==> src/rtl/score_tally.sv <==
// score_tally: game-level scorekeeper fed by the per-lane arrow droppers.
//
// Collects the dropper score flags, turns their rising edges into hits and
// keeps score (saturating at SCORE_MAX), combo, max combo and hit count while
// running the Idle -> Play -> Done game sequence from the shared keycode.
//
// Ports:
//   frame_clk    in   1        frame-rate clock (vsync)
//   Reset        in   1        synchronous, active-high
//   keycode      in   8        8'h2c starts a game, 8'h01 restarts after Done
//   score_vec    in   N_DROPS  dropper score flags (levels)
//   score_bcd    out  16       4-digit BCD of the score
//   combo        out  8        current combo
//   max_combo    out  8        best combo this game
//   hit_count    out  8        hits this game, saturating at 255
//   playing      out  1        high in Play
//   game_over    out  1        high in Done
//   hiscore_bcd  out  16       BCD high score (0 unless SCORE_TALLY_HISCORE_EN)
//
// Build option: define SCORE_TALLY_HISCORE_EN to keep a high score that
// survives restarts (cleared only by Reset).

module score_tally #(
    parameter int unsigned N_DROPS       = 32,
    parameter int unsigned SONG_FRAMES   = 2400,
    parameter int unsigned COMBO_TIMEOUT = 90,
    parameter int unsigned BONUS_THRESH  = 10,
    parameter int unsigned SCORE_MAX     = 9999
) (
    input  logic               frame_clk,
    input  logic               Reset,
    input  logic [7:0]         keycode,
    input  logic [N_DROPS-1:0] score_vec,
    output logic [15:0]        score_bcd,
    output logic [7:0]         combo,
    output logic [7:0]         max_combo,
    output logic [7:0]         hit_count,
    output logic               playing,
    output logic               game_over,
    output logic [15:0]        hiscore_bcd
);

    localparam int unsigned CW = $clog2(N_DROPS + 1);
    localparam int unsigned FW = $clog2(SONG_FRAMES + 1);
    localparam int unsigned TW = $clog2(COMBO_TIMEOUT + 1);
    localparam logic [7:0] KEY_START   = 8'h2c;
    localparam logic [7:0] KEY_RESTART = 8'h01;

    typedef enum logic [1:0] {IDLE, PLAY, DONE} state_t;

    state_t             state, state_next;
    logic [13:0]        score, score_next;
    logic [7:0]         combo_next, max_next, hits_next;
    logic [FW-1:0]      frame_cnt, frame_next;
    logic [TW-1:0]      to_cnt, to_next;
    logic [N_DROPS-1:0] prev_vec, new_hits;
    logic [CW-1:0]      n_hits;
    logic [CW:0]        add_amt;
    logic [14:0]        score_sum;
    logic [15:0]        combo_sum, hits_sum;

    function automatic logic [15:0] bin2bcd(input logic [13:0] bin);
        logic [15:0] bcd;
        bcd = '0;
        for (int unsigned i = 0; i < 14; i++) begin
            for (int unsigned d = 0; d < 4; d++) begin
                if (bcd[4*d +: 4] >= 4'd5)
                    bcd[4*d +: 4] = bcd[4*d +: 4] + 4'd3;
            end
            bcd = {bcd[14:0], bin[13-i]};
        end
        return bcd;
    endfunction

    // Only rising edges are hits; a flag dropping back to 0 just re-arms it.
    always_comb begin
        new_hits = score_vec & ~prev_vec;
        n_hits   = '0;
        for (int unsigned i = 0; i < N_DROPS; i++)
            n_hits = n_hits + CW'(new_hits[i]);
    end

    always_comb begin
        state_next = state;
        score_next = score;
        combo_next = combo;
        max_next   = max_combo;
        hits_next  = hit_count;
        frame_next = frame_cnt;
        to_next    = to_cnt;

        // Bonus decision uses the combo from before this frame's hits.
        add_amt   = (combo >= 8'(BONUS_THRESH)) ? {n_hits, 1'b0} : {1'b0, n_hits};
        score_sum = 15'(score) + 15'(add_amt);
        combo_sum = 16'(combo) + 16'(n_hits);
        hits_sum  = 16'(hit_count) + 16'(n_hits);

        case (state)
            IDLE: begin
                score_next = '0;
                combo_next = '0;
                max_next   = '0;
                hits_next  = '0;
                frame_next = '0;
                to_next    = '0;
                if (keycode == KEY_START)
                    state_next = PLAY;
            end
            PLAY: begin
                score_next = (score_sum > 15'(SCORE_MAX)) ? 14'(SCORE_MAX) : score_sum[13:0];
                if (n_hits != '0) begin
                    combo_next = (combo_sum > 16'd255) ? 8'hff : combo_sum[7:0];
                    to_next    = '0;
                end else if (to_cnt == TW'(COMBO_TIMEOUT - 1)) begin
                    combo_next = '0;
                    to_next    = '0;
                end else begin
                    to_next = to_cnt + TW'(1);
                end
                max_next   = (combo_next > max_combo) ? combo_next : max_combo;
                hits_next  = (hits_sum > 16'd255) ? 8'hff : hits_sum[7:0];
                frame_next = frame_cnt + FW'(1);
                if (frame_cnt == FW'(SONG_FRAMES - 1))
                    state_next = DONE;
            end
            DONE: begin
                // Tallies clear on the restart edge so Idle is entered at zero.
                if (keycode == KEY_RESTART) begin
                    state_next = IDLE;
                    score_next = '0;
                    combo_next = '0;
                    max_next   = '0;
                    hits_next  = '0;
                    frame_next = '0;
                    to_next    = '0;
                end
            end
            default: state_next = IDLE;
        endcase
    end

    always_ff @(posedge frame_clk) begin
        if (Reset) begin
            state     <= IDLE;
            score     <= '0;
            combo     <= '0;
            max_combo <= '0;
            hit_count <= '0;
            frame_cnt <= '0;
            to_cnt    <= '0;
            prev_vec  <= '0;
            playing   <= 1'b0;
            game_over <= 1'b0;
        end else begin
            state     <= state_next;
            score     <= score_next;
            combo     <= combo_next;
            max_combo <= max_next;
            hit_count <= hits_next;
            frame_cnt <= frame_next;
            to_cnt    <= to_next;
            prev_vec  <= score_vec;
            playing   <= (state_next == PLAY);
            game_over <= (state_next == DONE);
        end
    end

    assign score_bcd = bin2bcd(score);

`ifdef SCORE_TALLY_HISCORE_EN
    logic [13:0] hiscore;

    // Captured on Play->Done so the final frame's hits are included.
    always_ff @(posedge frame_clk) begin
        if (Reset)
            hiscore <= '0;
        else if (state == PLAY && state_next == DONE && score_next > hiscore)
            hiscore <= score_next;
    end

    assign hiscore_bcd = bin2bcd(hiscore);
`else
    assign hiscore_bcd = 16'h0000;
`endif

endmodule

==> config.mk <==
export PLATFORM = sky130hd
export DESIGN_NAME = score_tally
export DESIGN_NICKNAME = d
export VERILOG_FILES = /design/src/rtl/score_tally.sv
export SDC_FILE = /design/constraint.sdc
export NUM_CORES = 1
export LEC_CHECK = 0
export ABC_CLOCK_PERIOD_IN_PS = 18600
export CAP_MARGIN = 20
export CORE_UTILIZATION = 40
export CTS_BUF_LIST = sky130_fd_sc_hd__clkbuf_16
export DETAILED_ROUTE_END_ITERATION = 16
export HOLD_SLACK_MARGIN = 0.02
export SYNTH_ARGS = -nofsm -noshare
export SYNTH_HDL_FRONTEND = slang
export SYNTH_SLANG_ARGS = --single-unit
==> constraint.sdc <==
create_clock -name frame_clk -period 18.6 [get_ports frame_clk]
set_input_delay 1.86 -clock frame_clk [delete_from_list [all_inputs] [get_ports frame_clk]]
set_output_delay 1.86 -clock frame_clk [all_outputs]
set_load 0.02 [all_outputs]
==> results of run 1 <==
[worst paths after layout]
check	slack, ns	startpoint	to
worst max-delay path	5.83	score[12]	score_bcd[11]
worst min-delay path	0.48	max_combo[7]	max_combo[7]
worst min register to register	0.48	max_combo[7]	max_combo[7]
worst max register to register	9.49	prev_vec[17]	score[7]
[power by group]
group	internal [mW]	total [mW]	switching, mW
logic	0.454	1.02	0.563
registers	0.203	0.205	0.00165
clock network	0.105	0.187	0.0824
[sequential cells by signal, indices dropped and copies added, names as in the netlist, 2 cells and up]
name,flops
max_combo,8
combo,8
score,14
prev_vec,32
to_cnt,7
hit_count,8
frame_cnt,12
state,2
[per-layer routing]
layer | vias to the layer above | part of all wire
met5 | - | 0
met4 | 0 | 0.012
met3 | 27 | 0.035
met2 | 186 | 0.49
met1 | 4308 | 0.47
li1 | 4669 | -
[layout make-up]
class / instances / area share
multi-input cells: 1033 / 0.654
flip-flops and latches: 93 / 0.171
repair buffers: 92 / 0.0819
well taps: 319 / 0.0366
inverters: 87 / 0.0299
clock buffers: 9 / 0.0206
clock inverters: 7 / 0.00665
[synthesized netlist by cell type (24+ instances only)]
cell,n,area (sq um)
a21oi_1,115,576
clkbuf_1,43,161
dfxtp_1,93,1860
fa_1,27,541
ha_1,58,726
inv_1,78,293
nand2_1,97,364
nand2b_1,24,150
nor2_1,124,465
nor2b_1,58,363
nor3_1,29,145
o21ai_0,80,400
[placed cells by master, fill, tap and decap left out, types with 6 or more instances in the layout]
master,n
nor2_1,124
a21oi_1,115
nand2_1,97
dfxtp_1,93
clkdlybuf4s50_1,82
inv_1,79
o21ai_0,79
ha_1,58
nor2b_1,57
nor3_1,29
fa_1,27
nand2b_1,24
a211oi_1,23
nand3_1,23
a22oi_1,22
a21o_1,20
xnor2_1,19
and3_1,18
o211ai_1,16
mux2i_1,16
conb_1,16
a31oi_1,15
and2_1,14
o21ai_1,13
o22ai_1,12
a211o_1,11
nor4_1,10
o21a_1,9
clkbuf_16,9
buf_4,9
mux2_2,8
o31ai_1,8
xor2_1,7
o21ai_2,6
a311oi_1,6
[critical path, delay by kind of cell (launching register included)]
| kind | cells | cell delay, ns |
|---|---|---|
| compound gates | 17 | 3.66 |
| mux | 2 | 0.39 |
| simple gates | 15 | 3.06 |
| buf+inv | 6 | 1.11 |
| flops | 1 | 0.66 |
| fa+ha+maj | 8 | 1.67 |
[through the flow]
stage / std cells / instance area, sq um / power, mW
3_5_place_dp: 1624 / 10600 / 1.23
2_1_floorplan: 1287 / 9690 / 1.01
6_report: 1640 / 10900 / 1.41
3_3_place_gp: 1624 / 10600 / 1.20
4_1_cts: 1640 / 10900 / 1.43
5_1_grt: 1640 / 10900 / 1.56
[logic make-up (layout without fill, tap and decap cells)]
kind of cell / Yosys count / after routing / synth area share
AOI/OAI and AO/OA: 435 / 435 / 0.310
muxes: 27 / 27 / 0.0310
xor gates and xnor gates: 28 / 28 / 0.0282
and+or+nand+nor: 441 / 441 / 0.231
other: 1 / 16 / 0.000389
adders and majority gates: 86 / 86 / 0.132
buffers and inverters: 161 / 195 / 0.0732
DFF: 93 / 93 / 0.193
==> impl_metrics.csv, run 1 <==
group,metric,value,unit
run_status,status,"finished, final reports clean",
sta,fmax,78.3,MHz
clock_tree,cts_sinks,93,
yosys,async_flop_share,0,
clock_tree,cts_buffer_depth,2,
global_route,grt_busiest_layer,"met2",
worst_setup_path,cp_common_cell,"ha_1",
worst_setup_path,endpoint_kind,"output pin",
sta,grt_setup_unrepaired,"no",
yosys,ys_types,109,
worst_setup_path,cp_slowest_stage_delay,0.66,ns
placed_design,port_buffers,83,
global_route,grt_max_degree,94,
sta,slew_violations,0,
die,start_util,0.409,
yosys,synth_area,9640,sq um
sta,fin_crit,12.77,ns
global_route,met3_usage,0.0209,
global_route,grt_pass1_vias,8479,
worst_setup_path,crit_required,16.74,ns
die,core_region_area,23500,sq um
min_path,hold_path.class,"flop to flop",
sta,fin_ws,5.83,ns
clock_tree,cts_tree,"yes",
cells_and_area,ff_latch_area,1860,sq um
yosys,avgSynthCellArea,7.58,sq um
yosys,ys_ff_latch,93,
min_path,whs_path_depth,2,
clock_tree,post_cts_buffers,0,
sta,finalSetupViolCount,0,
sta,worst_slew_pin_slew,0.982,ns
global_route,grt.total_usage,0.189,
sta,timing.final.crit_share,0.687,
power,p_leak,4.25,nW
drt,vias,9190,
die,die_w,157,microns
sta,fin_hold_ws,0.478,ns
global_route,antenna_found_initial,0,
worst_setup_path,slowest_stage,"dfxtp_1",
drt,antenna_left,0,
yosys,yosysWarnings,0,
run,maxCapViolCount,0,
clock_tree,root_buffer,"clkbuf_16",
placed_design,place_ws,6.26,ns
worst_setup_path,cp.arrival,10.91,ns
drt,drt_iter0_drc,552,
clock_tree,hold_buffers,0,
placed_design,gp_congestion,0.865,
yosys,synth_flop_cell,"dfxtp_1",
sta,max-slew-margin-rel,0.345,
die,rows,56,
drt,drc_errors,0,
global_route,use_met2,0.335,
drt,first_pass_iters,6,
cells_and_area,fillers,2427,
worst_setup_path,path_class,"flop to output pin",
sta,hold_viol_final,0,
clock_tree,clk_latency,0.35,ns
die,dieHeight,157,microns
worst_setup_path,reg2regPathDepth,34,
worst_setup_path,cp-start-kind,"flop",
global_route,grt.met1_usage,0.243,
cells_and_area,multi_input_area,7130,sq um
worst_setup_path,critPathMaxFanout,15,
clock_tree,cts_resized,0,
drt,wirelength,23.3,mm
clock_tree,cts_buffers,9,
power,power_density,129,nW/um^2
yosys,yosysSeqAreaShare,0.193,
global_route,grt-ovfl-total,0,
cells_and_area,diodes,0,
yosys,synth_cells,1272,
cells_and_area,drive_gt1_frac,0.0666,
sta,finalSetupTns,0,ns
cells_and_area,post-route-util,0.463,
clock_tree,cts-htree-levels,3,
power,peakVddDrop,0.000211,V
sta,fin_skew,0.0103,ns
cells_and_area,final_nets,1443,
drt,vias_per_cell,5.60,
yosys,synth_edf_count,0,
global_route,grt_pass1_wl,39.2,mm
clock_tree,path_clk_slew,0.07,ns
placed_design,dpl.hpwl,17.2,mm
cells_and_area,syn_to_final_growth,13.2,%
die,dieArea,24700,sq um
die,ios,100,
drt,wl_per_cell,14.2,microns
Power figures use the tool's default switching activity.
==> inputs of run 2 (changes only) <==
- ABC_CLOCK_PERIOD_IN_PS: 18600 -> 13200
- clock period: 18.6 -> 13.2 ns (I/O delays scaled with it)
==> run 2 against run 1 <==
  * Clock-buffer cell count unchanged
  * Critical path type unchanged
  * Die area unchanged
  * Routed wire length down 0.47%
  * Flip-flop and latch count unchanged
  * Worst setup slack worse by 4.7 ns
  * Clock skew down 0.0022 ns
==> impl_metrics.csv, run 2 (same netlist as run 1, synthesis figures left out) <==
group,metric,value,unit
clock_tree,clk_latency,0.34,ns
cells_and_area,fin_area,11000,sq um
worst_setup_path,path_buf_inv,5,
clock_tree,cts_buffers,9,
sta,hold_viol_final,0,
die,dieArea,24700,sq um
drt,wl_per_cell,14.2,microns
placed_design,dpl.hpwl,17.4,mm
clock_tree,root_buffer,"clkbuf_16",
die,dieHeight,157,microns
clock_tree,cts-htree-levels,3,
run,maxCapViolCount,0,
clock_tree,cts_tree,"yes",
clock_tree,cts_sinks,93,
global_route,grt_max_degree,94,
sta,finalSetupTns,0,ns
global_route,grt_pass1_wl,39.4,mm
clock_tree,post_cts_buffers,0,
cells_and_area,syn_to_final_growth,13.7,%
die,die_w,157,microns
cells_and_area,final_common_cell,"nor2_1",
cells_and_area,diodes,0,
cells_and_area,regMostFlops,"prev_vec",
drt,wirelength,23.2,mm
run_status,status,"finished, final reports clean",
drt,antenna_left,0,
drt,drt_iter0_drc,526,
die,rows,56,
clock_tree,hold_buffers,0,
sta,fmax,82.5,MHz
sta,grt_setup_unrepaired,"no",
worst_setup_path,endpoint_kind,"output pin",
sta,timing.final.crit_share,0.918,
cells_and_area,post-route-util,0.465,
worst_setup_path,cp-start-kind,"flop",
die,core_region_area,23500,sq um
sta,worst_slew_pin_slew,0.980,ns
worst_setup_path,cp.arrival,10.80,ns
sta,fin_ws,1.08,ns
worst_setup_path,cp_slowest_stage_delay,0.62,ns
power,peakVddDrop,0.000219,V
clock_tree,cts_buffer_depth,2,
drt,drc_errors,0,
placed_design,port_buffers,83,
clock_tree,path_clk_slew,0.07,ns
worst_setup_path,cp_common_cell,"ha_1",
placed_design,place_area,10600,sq um
sta,slew_violations,0,
cells_and_area,drive_gt1_frac,0.0674,
placed_design,place_ws,1.42,ns
cells_and_area,largestRegisters,"prev_vec (32), score (14), frame_cnt (12)",
sta,fin_crit,12.12,ns
sta,finalSetupViolCount,0,
drt,vias_per_cell,5.52,
cells_and_area,fillers,2421,
worst_setup_path,critPathMaxFanout,13,
global_route,grt_pass1_vias,8446,
die,ios,100,
power,power_density,184,nW/um^2
sta,fin_skew,0.00811,ns
sta,fin_hold_ws,0.486,ns
die,start_util,0.409,
drt,first_pass_iters,5,
min_path,hold_path.class,"flop to flop",
placed_design,gp_congestion,0.864,
power,p_leak,4.27,nW
worst_setup_path,path_class,"flop to output pin",
sta,max-slew-margin-rel,0.347,
cells_and_area,largest_reg_flops,32,
worst_setup_path,slowest_stage,"clkdlybuf4s50_1",
cells_and_area,final_cell_mix,"nor2_1, a21oi_1, nand2_1, dfxtp_1, clkdlybuf4s50_1",
global_route,grt.total_usage,0.189,
drt,vias,9055,
global_route,grt-ovfl-total,0,
cells_and_area,final_nets,1443,
worst_setup_path,crit_required,11.88,ns
worst_setup_path,cp_top_family,"compound AO/OA/AOI/OAI gates",
global_route,antenna_found_initial,0,
clock_tree,cts_resized,0,
run 2: report_power, final:
part           switching, mW  leakage, nW  internal [mW]
clock network          0.114        0.167          0.186
logic                  0.788         3.35          0.638
registers            0.00232        0.758          0.286
total                  0.904         4.27           1.11
run 2: through the flow:
step,power (mW),instances
final,2.01,1639
after global routing,2.23,1639
after CTS,2.04,1639
after detailed placement,1.73,1624
after global placement,1.70,1624
after floorplan,1.43,1287
run 2: metal layers:
metal  global-route usage  up-vias  share of wire
met4               0.0398        0         0.0086
met5                    0        -              0
li1                     -     4661              -
met1                0.244     4210           0.47
met2                0.338      168           0.49
met3               0.0209       16          0.030
run 2: layout make-up:
class	instances	area [sq um]	share of cell area
timing repair buffer	92	893	0.0816
clock buffer	9	225	0.0206
clock inverter	6	116	0.0106
inverter	87	327	0.0298
tap	319	399	0.0364
multi-input combinational	1033	7130	0.651
sequential	93	1860	0.170
run 2: worst register-to-register path: cells and delay by family, from the launching register on:
kind	cells	cell delay [ns]
xor+xnor	2	0.54
simple gates	7	0.89
compound gates	13	3.06
fa+ha+maj	9	4.04
flops	1	0.29
buf+inv	3	0.16
run 2: path summary, 6_finish.rpt:
check | from | endpoint | slack [ns] | cells past startpoint
max | score[11] | score_bcd[14] | 1.08 | 47
min | hit_count[0] | hit_count[0] | 0.49 | 2
max reg2reg | prev_vec[17] | score[7] | 4.05 | 34
min reg2reg | hit_count[0] | hit_count[0] | 0.49 | 2
==> inputs of run 3 (changes only) <==
- GPL_ROUTABILITY_DRIVEN: default -> 0
- PLACE_DENSITY: default -> 0.59
==> run 3 against run 2 <==
  * Critical path depth is the same
  * Via count is 0.87% higher
  * Power decreased by 2.1%
  * Design area fell by 0.50%
  * Cell count grew 0.12%
  * Critical endpoint is now score_bcd[11]
  * Maximum frequency decreased by 0.57%
  * Global-route usage is 0.073 points lower
  * Largest power group unchanged
  * Critical path type unchanged
  * Flip-flop and latch count is the same
==> impl_metrics.csv, run 3 (same netlist as run 1, synthesis figures left out) <==
group,metric,value,unit
cells_and_area,largest_reg_flops,32,
cells_and_area,largestRegisters,"prev_vec (32), score (14), frame_cnt (12)",
power,power_density,181,nW/um^2
sta,finalSetupViolCount,0,
run_status,status,"finished, final reports clean",
sta,fmax,82.0,MHz
run,maxCapViolCount,0,
placed_design,port_buffers,83,
clock_tree,cts_resized,0,
power,peakVddDrop,0.000337,V
clock_tree,clk_latency,0.35,ns
sta,hold_viol_final,0,
min_path,min_to,"max_combo[7]",
worst_setup_path,endpoint_kind,"output pin",
global_route,grt_pass1_wl,39.3,mm
cells_and_area,final_nets,1444,
min_path,whs_path_depth,2,
drt,first_pass_iters,5,
sta,finalSetupTns,0,ns
global_route,grt_pass1_vias,8387,
sta,slew_violations,0,
cells_and_area,fillers,2406,
global_route,antenna_found_initial,0,
die,core_region_area,23500,sq um
cells_and_area,fin_area,10900,sq um
cells_and_area,diodes,0,
drt,wirelength,22.8,mm
clock_tree,cts_sinks,93,
worst_setup_path,crit_required,11.88,ns
worst_setup_path,reg2regPathDepth,35,
sta,fin_crit,12.19,ns
global_route,grt.total_usage,0.189,
clock_tree,post_cts_buffers,0,
worst_setup_path,cp_common_cell,"ha_1",
clock_tree,hold_buffers,0,
drt,vias_per_cell,5.57,
clock_tree,root_buffer,"clkbuf_16",
die,dieArea,24700,sq um
cells_and_area,multi_input_area,7130,sq um
die,start_util,0.409,
worst_setup_path,reg2reg_slack,4.15,ns
clock_tree,cts_tree,"yes",
worst_setup_path,path_class,"flop to output pin",
worst_setup_path,critPathMaxFanout,13,
drt,drt_iter0_drc,518,
clock_tree,cts_buffer_depth,2,
min_path,hold_path.class,"flop to flop",
die,ios,100,
clock_tree,path_clk_slew,0.07,ns
worst_setup_path,cp.arrival,10.87,ns
min_path,hp-start,"max_combo[7]",
cells_and_area,ff_latch_area,1860,sq um
die,rows,56,
worst_setup_path,reg2reg_to,"score[7]",
clock_tree,cts_buffers,9,
drt,wl_per_cell,13.9,microns
worst_setup_path,cp-start-kind,"flop",
sta,worst_slew_pin_slew,0.960,ns
die,die_w,157,microns
worst_setup_path,slowest_stage,"clkdlybuf4s50_1",
placed_design,place_area,10600,sq um
drt,antenna_left,0,
sta,grt_setup_unrepaired,"no",
global_route,grt_max_degree,94,
cells_and_area,final_cell_mix,"nor2_1, a21oi_1, nand2_1, dfxtp_1, clkdlybuf4s50_1",
power,p_leak,4.25,nW
drt,drc_errors,0,
worst_setup_path,cp_slowest_stage_delay,0.63,ns
cells_and_area,regMostFlops,"prev_vec",
global_route,grt-ovfl-total,0,
cells_and_area,final_common_cell,"nor2_1",
cells_and_area,syn_to_final_growth,13.1,%
drt,vias,9134,
cells_and_area,drive_gt1_frac,0.0681,
clock_tree,cts-htree-levels,3,
cells_and_area,post-route-util,0.463,
sta,fin_skew,0.0133,ns
worst_setup_path,r2r-start,"prev_vec[17]",
sta,max-slew-margin-rel,0.360,
sta,timing.final.crit_share,0.923,
die,dieHeight,157,microns
placed_design,dpl.hpwl,17.0,mm
sta,fin_hold_ws,0.485,ns
[run 3: cell count changes in the layout (fill, tap and decap cells not counted)]
| cell | delta |
|---|---|
| bufinv_16 | -3 |
| a2111oi_0 | +1 |
| inv_6 | +1 |
| clkinv_2 | +1 |
| inv_8 | +1 |
| clkinv_1 | +1 |
| a2111oi_1 | -1 |
| buf_4 | +1 |
[run 3: power breakdown]
group	leakage (nW)	switching (mW)	internal, mW	total (mW)
Clock	0.141	0.117	0.131	0.248
Sequential	0.758	0.00245	0.286	0.289
Combinational	3.35	0.794	0.641	1.44
Total	4.25	0.914	1.06	1.97
[run 3: metrics by stage]
| step | total power [mW] | instances | worst slack [ns] |
|---|---|---|---|
| floorplan | 1.43 | 1287 | 2.83 |
| global placement | 1.72 | 1625 | 1.68 |
| detailed placement | 1.75 | 1625 | 1.40 |
| CTS | 2.00 | 1641 | 0.951 |
| global route | 2.21 | 1641 | 0.0325 |
| finish | 1.97 | 1641 | 1.01 |
[run 3: how the worst max path moves through the flow]
stage               startpoint  slack [ns]             to
finish               score[11]        1.01  score_bcd[11]
global route         score[11]        0.03  score_bcd[11]
CTS                  score[12]        0.95  score_bcd[11]
detailed placement   score[12]        1.40  score_bcd[11]
global placement     score[12]        1.68  score_bcd[10]
floorplan            score[12]        2.83  score_bcd[14]
[run 3: worst max-delay path, delay by kind of cell, from the launching register on]
family,cells,cell delay [ns]
AND/OR/NAND/NOR,14,2.74
multiplexers,2,0.51
AO/OA/AOI/OAI,18,3.82
adder cells (fa/ha/maj),8,1.90
flip-flops,1,0.59
buffers and inverters,5,0.95
[run 3: layout make-up]
| type | count | share of cell area |
|---|---|---|
| clock buffers | 9 | 0.0207 |
| clock inverters | 7 | 0.00505 |
| inverters | 87 | 0.0300 |
| multi-input cells | 1033 | 0.654 |
| flip-flops and latches | 93 | 0.171 |
| well taps | 319 | 0.0366 |
| repair buffers | 93 | 0.0827 |
[run 3: per-layer routing]
metal	global-route usage	part of all wire	routed length [microns]	up-vias
li1	-	-	-	4681
met1	0.249	0.48	10900	4266
met2	0.327	0.48	11000	174
met3	0.0234	0.032	721	13
met4	0.0388	0.0076	174	0
met5	0	0	0	-
